`src/rtl/mvau_act_feeder_if.sv`:
```
// rtl/mvau_act_feeder_if.sv - activation stream bundle between upstream source, feeder and MVAU
interface mvau_act_feeder_if #(
  parameter int TI = 8
);
  logic [TI-1:0] s_data;
  logic          s_valid;
  logic          s_ready;
  logic [TI-1:0] m_data;
  logic          m_valid;
  logic          busy;

  modport master (
    output s_data, s_valid,
    input  s_ready, m_data, m_valid, busy
  );

  modport slave (
    input  s_data, s_valid,
    output s_ready, m_data, m_valid, busy
  );
endinterface

```
`src/rtl/mvau_act_feeder.sv`:
```
// rtl/mvau_act_feeder.sv - buffers one activation vector and replays it NF times into the MVAU
module mvau_act_feeder #(
  parameter int SIMD    = 2,
  parameter int TSrcI   = 4,
  parameter int MatrixW = 8,
  parameter int MatrixH = 4,
  parameter int PE      = 2
) (
  input  logic               clk,
  input  logic               rst,
  mvau_act_feeder_if.slave   bus
);
  localparam int TI    = SIMD * TSrcI;
  localparam int SF    = MatrixW / SIMD;
  localparam int NF    = MatrixH / PE;
  localparam int SF_BW = (SF > 1) ? $clog2(SF) : 1;
  localparam int NF_BW = (NF > 1) ? $clog2(NF) : 1;

  typedef enum logic {FILL, REPLAY} state_e;

  state_e            state_q, state_d;
  logic [SF_BW-1:0]  wcnt_q, wcnt_d;
  logic [NF_BW-1:0]  pcnt_q, pcnt_d;
  logic [TI-1:0]     m_data_q, m_data_d;
  logic              m_valid_q, m_valid_d;
  logic [TI-1:0]     vbuf_q [SF];
  logic              vbuf_we;
  logic              s_ready;
  logic              accept;
  logic              last_word;

  assign s_ready   = (state_q == FILL);
  assign accept    = bus.s_valid & s_ready;
  assign last_word = (wcnt_q == SF_BW'(SF - 1));

  always_comb begin
    state_d   = state_q;
    wcnt_d    = wcnt_q;
    pcnt_d    = pcnt_q;
    m_data_d  = m_data_q;
    m_valid_d = 1'b0;
    vbuf_we   = 1'b0;
    case (state_q)
      FILL: begin
        if (accept) begin
          vbuf_we   = 1'b1;
          m_data_d  = bus.s_data;
          m_valid_d = 1'b1;
          if (last_word) begin
            wcnt_d = '0;
            // With a single chunk there is nothing to replay; stay a plain register stage.
            if (NF > 1) begin
              pcnt_d  = NF_BW'(1);
              state_d = REPLAY;
            end
          end else begin
            wcnt_d = wcnt_q + SF_BW'(1);
          end
        end
      end
      REPLAY: begin
        m_data_d  = vbuf_q[wcnt_q];
        m_valid_d = 1'b1;
        if (last_word) begin
          wcnt_d = '0;
          if (pcnt_q == NF_BW'(NF - 1)) begin
            pcnt_d  = '0;
            state_d = FILL;
          end else begin
            pcnt_d = pcnt_q + NF_BW'(1);
          end
        end else begin
          wcnt_d = wcnt_q + SF_BW'(1);
        end
      end
      default: state_d = FILL;
    endcase
  end

  always_ff @(posedge clk or posedge rst) begin
    if (rst) begin
      state_q   <= FILL;
      wcnt_q    <= '0;
      pcnt_q    <= '0;
      m_data_q  <= '0;
      m_valid_q <= 1'b0;
    end else begin
      state_q   <= state_d;
      wcnt_q    <= wcnt_d;
      pcnt_q    <= pcnt_d;
      m_data_q  <= m_data_d;
      m_valid_q <= m_valid_d;
    end
  end

  // Vector storage carries no reset; it is only read after being fully written.
  always_ff @(posedge clk) begin
    if (vbuf_we) begin
      vbuf_q[wcnt_q] <= bus.s_data;
    end
  end

  assign bus.s_ready = s_ready;
  assign bus.m_data  = m_data_q;
  assign bus.m_valid = m_valid_q;
  assign bus.busy    = (state_q == REPLAY) | (wcnt_q != '0);
endmodule

```
`src/flat_wrapper.sv`:
```
// flat-port wrapper written by rule: the top's interface ports become plain ports
module mvau_act_feeder_flat 
#(
  parameter int SIMD    = 2,
  parameter int TSrcI   = 4,
  parameter int MatrixW = 8,
  parameter int MatrixH = 4,
  parameter int PE      = 2
)
  (clk, rst, bus_s_data, bus_s_valid, bus_s_ready, bus_m_data, bus_m_valid, bus_busy);
  mvau_act_feeder_if #(.TI(8)) bus_i ();
  input  logic clk;
  input  logic rst;
  input wire logic [$bits(bus_i.s_data)-1:0] bus_s_data;
  input wire logic [$bits(bus_i.s_valid)-1:0] bus_s_valid;
  output wire logic [$bits(bus_i.s_ready)-1:0] bus_s_ready;
  output wire logic [$bits(bus_i.m_data)-1:0] bus_m_data;
  output wire logic [$bits(bus_i.m_valid)-1:0] bus_m_valid;
  output wire logic [$bits(bus_i.busy)-1:0] bus_busy;
  assign bus_i.s_data = bus_s_data;
  assign bus_i.s_valid = bus_s_valid;
  assign bus_s_ready = bus_i.s_ready;
  assign bus_m_data = bus_i.m_data;
  assign bus_m_valid = bus_i.m_valid;
  assign bus_busy = bus_i.busy;
  mvau_act_feeder #(.SIMD(SIMD), .TSrcI(TSrcI), .MatrixW(MatrixW), .MatrixH(MatrixH), .PE(PE)) u_core (.clk(clk), .rst(rst), .bus(bus_i));
endmodule
```
`config.mk`:
```
export PLATFORM = sky130hd
export DESIGN_NAME = mvau_act_feeder_flat
export DESIGN_NICKNAME = d
export VERILOG_FILES = /design/src/rtl/mvau_act_feeder_if.sv /design/src/rtl/mvau_act_feeder.sv /design/src/flat_wrapper.sv
export SDC_FILE = /design/constraint.sdc
export NUM_CORES = 1
export LEC_CHECK = 0
export CORE_MARGIN = 2
export CORE_UTILIZATION = 54
export DETAILED_ROUTE_END_ITERATION = 6
export GPL_TIMING_DRIVEN = 0
export PLACE_DENSITY_LB_ADDON = 0.05
export SLEW_MARGIN = 20
export SYNTH_ARGS = -nofsm -noshare
export SYNTH_HDL_FRONTEND = slang
export SYNTH_SLANG_ARGS = --single-unit
```
`constraint.sdc`:
```
create_clock -name clk -period 1.8 [get_ports clk]
set_clock_uncertainty 0.1 [all_clocks]
set_input_delay 0.36 -clock clk [delete_from_list [all_inputs] [get_ports clk]]
set_output_delay 0.36 -clock clk [all_outputs]
set_load 0.01 [all_outputs]
```
==> results of run 1 <==
[state kept, by name, indices dropped and copies added (netlist names)]
signal / flops
u_core.vbuf_q: 32
u_core.state_q: 1
u_core.pcnt_q: 1
u_core.wcnt_q: 2
u_core.bus.m_data: 8
u_core.bus.m_valid: 1
[cell usage in the layout (no fill, tap or decap), types with 2 or more instances in the layout]
cell type	count
edfxtp_1	32
dfrtp_1	13
and2_2	3
inv_1	3
buf_6	2
clkbuf_2	2
buf_4	8
mux2_2	9
clkbuf_1	2
mux2_1	6
ha_1	3
clkbuf_4	5
o22ai_1	8
o21ai_0	2
mux2i_1	8
a31oi_1	10
clkdlybuf4s50_1	19
nand2_1	3
a21oi_1	2
[path summary, 6_finish.rpt]
check | end | slack, ns | depth (start not counted) | start
max in group asynchronous | u_core.bus.m_data[7]$_DFFE_PP0P_ | 1.00 | 2 | rst
worst min register to register | u_core.state_q$_DFF_PP0_ | 0.40 | 1 | u_core.pcnt_q$_DFFE_PP0P_
min in group clk | u_core.state_q$_DFF_PP0_ | 0.40 | 1 | u_core.pcnt_q$_DFFE_PP0P_
worst max-delay path | bus_busy | -0.03 | 5 | u_core.wcnt_q[0]$_DFFE_PP0P_
worst min-delay path | u_core.bus.m_valid$_DFF_PP0_ | 0.23 | 2 | rst
worst max register to register | u_core.vbuf_q[0][3]$_DFFE_PP_ | 0.09 | 4 | u_core.wcnt_q[0]$_DFFE_PP0P_
[per-layer routing]
layer,track usage,up-vias,share of wire
met4,0.0917,0,0.023
met2,0.348,28,0.51
met1,0.255,540,0.44
li1,-,513,-
met3,0.0360,9,0.035
met5,0,-,0
[report_power, final]
| group | internal (uW) | switching [uW] |
|---|---|---|
| sequential | 1360 | 97.6 |
| combinational | 722 | 708 |
| clock | 296 | 320 |
[per-stage QoR]
stage	util	setup TNS [ns]	power, uW	area [um^2]	instances
2_1_floorplan	-	0	2310	1870	118
3_3_place_gp	0.642	-11.36	2780	2140	185
3_5_place_dp	0.642	-11.57	2830	2140	185
4_1_cts	0.675	-0.211	3480	2250	196
5_1_grt	0.679	-0.119	3710	2270	198
6_report	0.679	-0.0264	3500	2270	198
[layout make-up]
type / instances / area, um^2 / area share
plain buffers: 7 / 66.3 / 0.0293
clock buffers: 6 / 41.3 / 0.0182
clock inverters: 2 / 38.8 / 0.0171
inverters: 4 / 15.0 / 0.00663
multi-input cells: 61 / 512 / 0.226
flip-flops and latches: 45 / 1290 / 0.568
well taps: 46 / 57.6 / 0.0254
repair buffers: 27 / 249 / 0.110
[cells by family after synthesis]
kind of cell / synth area share
flip-flops: 0.687
buffers and inverters: 0.0434
AND/OR/NAND/NOR: 0.0314
multiplexers: 0.141
AO/OA/AOI/OAI: 0.0708
adder cells (fa/ha/maj): 0.0267
[timing repair]
action                                 in CTS  in global routing
pin swaps                                   0                  0
endpoints found under the hold margin       0                  0
setup endpoints to repair                  25                 18
resized for setup                           7                  5
buffers inserted                            4                  2
==> results.py, run 1 <==
metrics = {
    "routing": {
        "first_pass_iters": 4,
        "ant_nets": 0,
        "vias": 1090,
        "routedWlPerCell_um": 18.4,
        "via_per_inst": 5.51,
        "drt-initial-drc-count": 74,
        "drcViolationCount": 0,
        "routed_wl_mm": 3.65,
    },
    "floorplan": {
        "ios": 22,
        "initial_core_util": 0.561,
        "die_y_um": 62.9,
        "fp.dieW_um": 62.9,
        "rows": 21,
        "die_area_mm2": 0.00396,
        "core_mm2": 0.00334,
    },
    "clock_network": {
        "cts_max_level": 2,
        "clk_root_buffer_cell": "clkbuf_4",
        "cts_buffer_depth": 2,
        "clkLatencyLatePin_ns": 0.36,
        "cts_tree": "built",
        "ctsHoldBuffers": 0,
        "cts.clk_slew.worst_paths_ns": 0.13,
        "cts_inserted_buffers": 5,
        "cts_sinks": 45,
    },
    "global_routing": {
        "grt_usage": 0.205,
        "grt_pass1_vias": 1188,
        "antenna_found_initial": 0,
        "overflow": 0,
        "grt_pass1_wl_mm": 5.89,
        "grt_max_degree": 18,
    },
    "setup_path": {
        "required_ns": 1.34,
        "critPathTopFamily": "flip-flops",
        "crit_arrival_ns": 1.37,
        "crit_slowest_cell": "dfrtp_1",
        "crit_chain": "buf_12 > inv_1 > ha_2 > nand2_1 > clkbuf_2",
        "start_kind": "flop",
        "cp_num_buf_inv": 3,
        "cpPeakStageDelay_ns": 0.44,
        "critPathMaxFanout": 3,
        "critPathKind": "reg -> out",
        "endpoint_kind": "output pin",
    },
    "finish": {
        "syn_to_final_growth_pct": 21.0,
        "nNetsFinal": 166,
        "fillers": 236,
        "n_antenna_cell": 0,
        "drive_gt1_frac": 0.230,
    },
    "run": {
        "max_cap_violations": 0,
    },
    "power": {
        "irDropWorstVdd_mv": 1.11,
        "leakage_uw": 0.000847,
        "p_per_area_mw_per_mm2": 1550,
    },
    "sta": {
        "hold_violations": 0,
        "fin_ws_ns": -0.0264,
        "holdWs_ns": 0.227,
        "fmax_mhz": 548,
        "tightest_slew_ns": 0.565,
        "fin_crit_sh": 1.01,
        "drv_slew": 0,
        "finalSetupViolCount": 1,
        "relSlewSlack": 0.623,
        "post-route-min-period_ns": 1.83,
        "rsz0062_at_grt": "true",
    },
    "synthesis": {
        "synth_common_cells": "edfxtp_1 (32), dfrtp_1 (13), a31oi_1 (10)",
        "synth_top_flop_cell": "edfxtp_1",
        "ys.warnings.count": 0,
        "yosysTopAreaCellShare": 0.513,
        "ys_async_sr_fraction": 0.289,
        "synth.distinct_cells": 24,
        "synth_edf_count": 32,
        "syn_nets": 133,
        "syn_avg_cell_area_um2": 15.9,
        "postSynthCellCount": 118,
        "yosysSeqAreaShare": 0.687,
        "synth.most_common_cell": "edfxtp_1",
        "synth_area_leader_cell": "edfxtp_1",
        "synth_area_leaders": "edfxtp_1 (51%), dfrtp_1 (17%), mux2_2 (5.4%), mux2i_1 (4.3%), mux2_1 (3.6%)",
        "synth-seq-cells": 45,
        "netlist_area_mm2": 0.00187,
    },
    "status": {
        "outcome": "finished, violations left",
        "violations": "setup timing",
    },
    "place": {
        "place_ws_ns": -0.393,
        "dpl.hpwl_mm": 2.30,
        "port_buffers": 21,
        "place.gp.congestion": 0.758,
    },
    "min_path": {
        "hold_path.class": "in -> async",
    },
}
Note: power is estimated with default switching activity, not from simulation.
==> run 2, diff against run 1 <==
--- a/config.mk
+++ b/config.mk
@@ -8,7 +8,7 @@
 export CORE_MARGIN = 2
 export CORE_UTILIZATION = 54
 export DETAILED_ROUTE_END_ITERATION = 6
-export GPL_TIMING_DRIVEN = 0
+export GPL_TIMING_DRIVEN = 1
 export PLACE_DENSITY_LB_ADDON = 0.05
 export SLEW_MARGIN = 20
 export SYNTH_ARGS = -nofsm -noshare
==> results.py, run 2 (synthesis gave the netlist of run 1 again) <==
metrics = {
    "setup_path": {
        "reg2reg_to": "u_core.vbuf_q[3][2]$_DFFE_PP_",
        "cp_num_buf_inv": 1,
        "endpoint_kind": "output pin",
        "regToRegSetupSlack_ns": 0.11,
        "required_ns": 1.34,
        "crit_chain": "clkdlybuf4s50_1",
        "critPathKind": "reg -> out",
        "critPathMaxFanout": 2,
        "crit_arrival_ns": 1.27,
        "cpPeakStageDelay_ns": 0.53,
        "reg2reg_from": "u_core.state_q$_DFF_PP0_",
        "r2r_cells": 5,
        "critPathTopFamily": "buffers and inverters",
        "crit_slowest_cell": "clkdlybuf4s50_1",
        "start_kind": "flop",
    },
    "floorplan": {
        "core_mm2": 0.00334,
        "initial_core_util": 0.561,
        "fp.dieW_um": 62.9,
        "die_area_mm2": 0.00396,
        "die_y_um": 62.9,
        "ios": 22,
        "rows": 21,
    },
    "routing": {
        "vias": 1081,
        "first_pass_iters": 4,
        "routedWlPerCell_um": 18.0,
        "ant_nets": 0,
        "drt-initial-drc-count": 48,
        "via_per_inst": 5.38,
        "routed_wl_mm": 3.62,
        "drcViolationCount": 0,
    },
    "status": {
        "outcome": "complete, no violations",
    },
    "sta": {
        "hold_violations": 0,
        "relSlewSlack": 0.611,
        "fin_crit_sh": 0.961,
        "drv_slew": 0,
        "post-route-min-period_ns": 1.73,
        "fmax_mhz": 578,
        "tightest_slew_ns": 0.582,
        "finalSetupViolCount": 0,
        "rsz0062_at_grt": "false",
    },
    "place": {
        "port_buffers": 21,
        "place.gp.congestion": 0.749,
        "placed_cell_area_mm2": 0.00220,
        "dpl.hpwl_mm": 2.47,
    },
    "global_routing": {
        "antenna_found_initial": 0,
        "grt_pass1_wl_mm": 5.95,
        "grt_max_degree": 20,
        "overflow": 0,
        "grt_pass1_vias": 1168,
        "grt_usage": 0.206,
    },
    "finish": {
        "mostFrequentLayoutCell": "edfxtp_1",
        "largest_register": "u_core.vbuf_q",
        "largest_reg_flops": 32,
        "final_cell_mix": "edfxtp_1 (32), clkdlybuf4s50_1 (19), buf_4 (15)",
        "n_antenna_cell": 0,
        "syn_to_final_growth_pct": 21.0,
        "drive_gt1_frac": 0.239,
        "nNetsFinal": 169,
        "postLayoutCellArea_mm2": 0.00227,
    },
    "clock_network": {
        "cts_sinks": 45,
        "ctsHoldBuffers": 0,
        "cts_max_level": 2,
        "clkLatencyLatePin_ns": 0.36,
        "cts_buffer_depth": 2,
        "cts_tree": "built",
        "cts.clk_slew.worst_paths_ns": 0.13,
        "cts_inserted_buffers": 5,
        "clk_root_buffer_cell": "clkbuf_4",
    },
    "power": {
        "power_uw": 3330,
        "irDropWorstVdd_mv": 1.02,
        "leakage_uw": 0.000853,
        "p_per_area_mw_per_mm2": 1470,
    },
    "run": {
        "max_cap_violations": 0,
    },
    "min_path": {
        "hold_path.class": "in -> async",
    },
}
-- run 2: cell types whose count changed in the layout (fill, tap and decap cells not counted), sizes merged --
cell / delta
buf: +5
bufinv: -1
clkbuf: -1
clkinv: -1
clkinvlp: +1
-- run 2: worst max path at each step --
| stage | endpoint | depth (start not counted) | startpoint | slack [ns] |
|---|---|---|---|---|
| detailed placement | u_core.vbuf_q[3][3]$_DFFE_PP_ | 4 | bus_s_valid | -0.1 |
| finish | bus_m_data[3] | 1 | u_core.bus.m_data[3]$_DFFE_PP0P_ | 0.07 |
| global placement | u_core.vbuf_q[3][3]$_DFFE_PP_ | 4 | bus_s_valid | -0.05 |
| CTS | bus_busy | 4 | u_core.wcnt_q[1]$_DFFE_PP0P_ | -0.05 |
| global route | bus_m_data[3] | 1 | u_core.bus.m_data[3]$_DFFE_PP0P_ | 0.008 |
| floorplan | u_core.vbuf_q[0][0]$_DFFE_PP_ | 5 | u_core.wcnt_q[0]$_DFFE_PP0P_ | 0.16 |
-- run 2: area by class of cell --
class	count	area, um^2
clock buffers	7	55.1
clock inverters	1	7.51
fillers	273	1070
inverters	4	15.0
multi-input cells	61	508
flip-flops and latches	45	1290
well taps	46	57.6
repair buffers	37	337
-- run 2: timing repair --
item	4_1_cts	5_1_grt
setup buffers	1	0
setup endpoints to repair	2	1
resized for setup	2	5
-- run 2: layer usage --
metal | routed length [um] | up-vias | global-route usage
met3 | 181 | 4 | 0.0613
li1 | - | 520 | -
met4 | 53 | 0 | 0.0722
met5 | 0 | - | 0
met2 | 1810 | 28 | 0.331
met1 | 1580 | 529 | 0.268
-- run 2: worst register-to-register path: cells and delay by family (launching register included) --
kind          cells  cell delay, ns
flops             1            0.41
buf+inv           3            0.48
simple gates      2            0.43
-- run 2: stage by stage --
stage | TNS, ns | hold slack, ns | std cells | utilization | worst slack [ns]
after global placement | -0.364 | 0.378 | 192 | 0.659 | -0.0549
final | 0 | 0.236 | 201 | 0.679 | 0.0703
after CTS | -0.0465 | 0.257 | 201 | 0.679 | -0.0465
after floorplan | 0 | 0.137 | 118 | - | 0.155
after global routing | 0 | 0.280 | 201 | 0.679 | 0.00848
after detailed placement | -1.35 | 0.397 | 192 | 0.659 | -0.0978
-- run 2: where the power goes --
part | switching, uW | internal (uW)
registers | 98.4 | 1360
logic | 685 | 675
clock network | 317 | 192
==> run 3, diff against run 2 <==
--- a/config.mk
+++ b/config.mk
@@ -5,9 +5,11 @@
 export SDC_FILE = /design/constraint.sdc
 export NUM_CORES = 1
 export LEC_CHECK = 0
+export ABC_CLOCK_PERIOD_IN_PS = 1800
 export CORE_MARGIN = 2
 export CORE_UTILIZATION = 54
 export DETAILED_ROUTE_END_ITERATION = 6
+export GPL_ROUTABILITY_DRIVEN = 0
 export GPL_TIMING_DRIVEN = 1
 export PLACE_DENSITY_LB_ADDON = 0.05
 export SLEW_MARGIN = 20
==> results of run 3 <==
No change in the layout: final DEF, timing and power equal those of run 2.
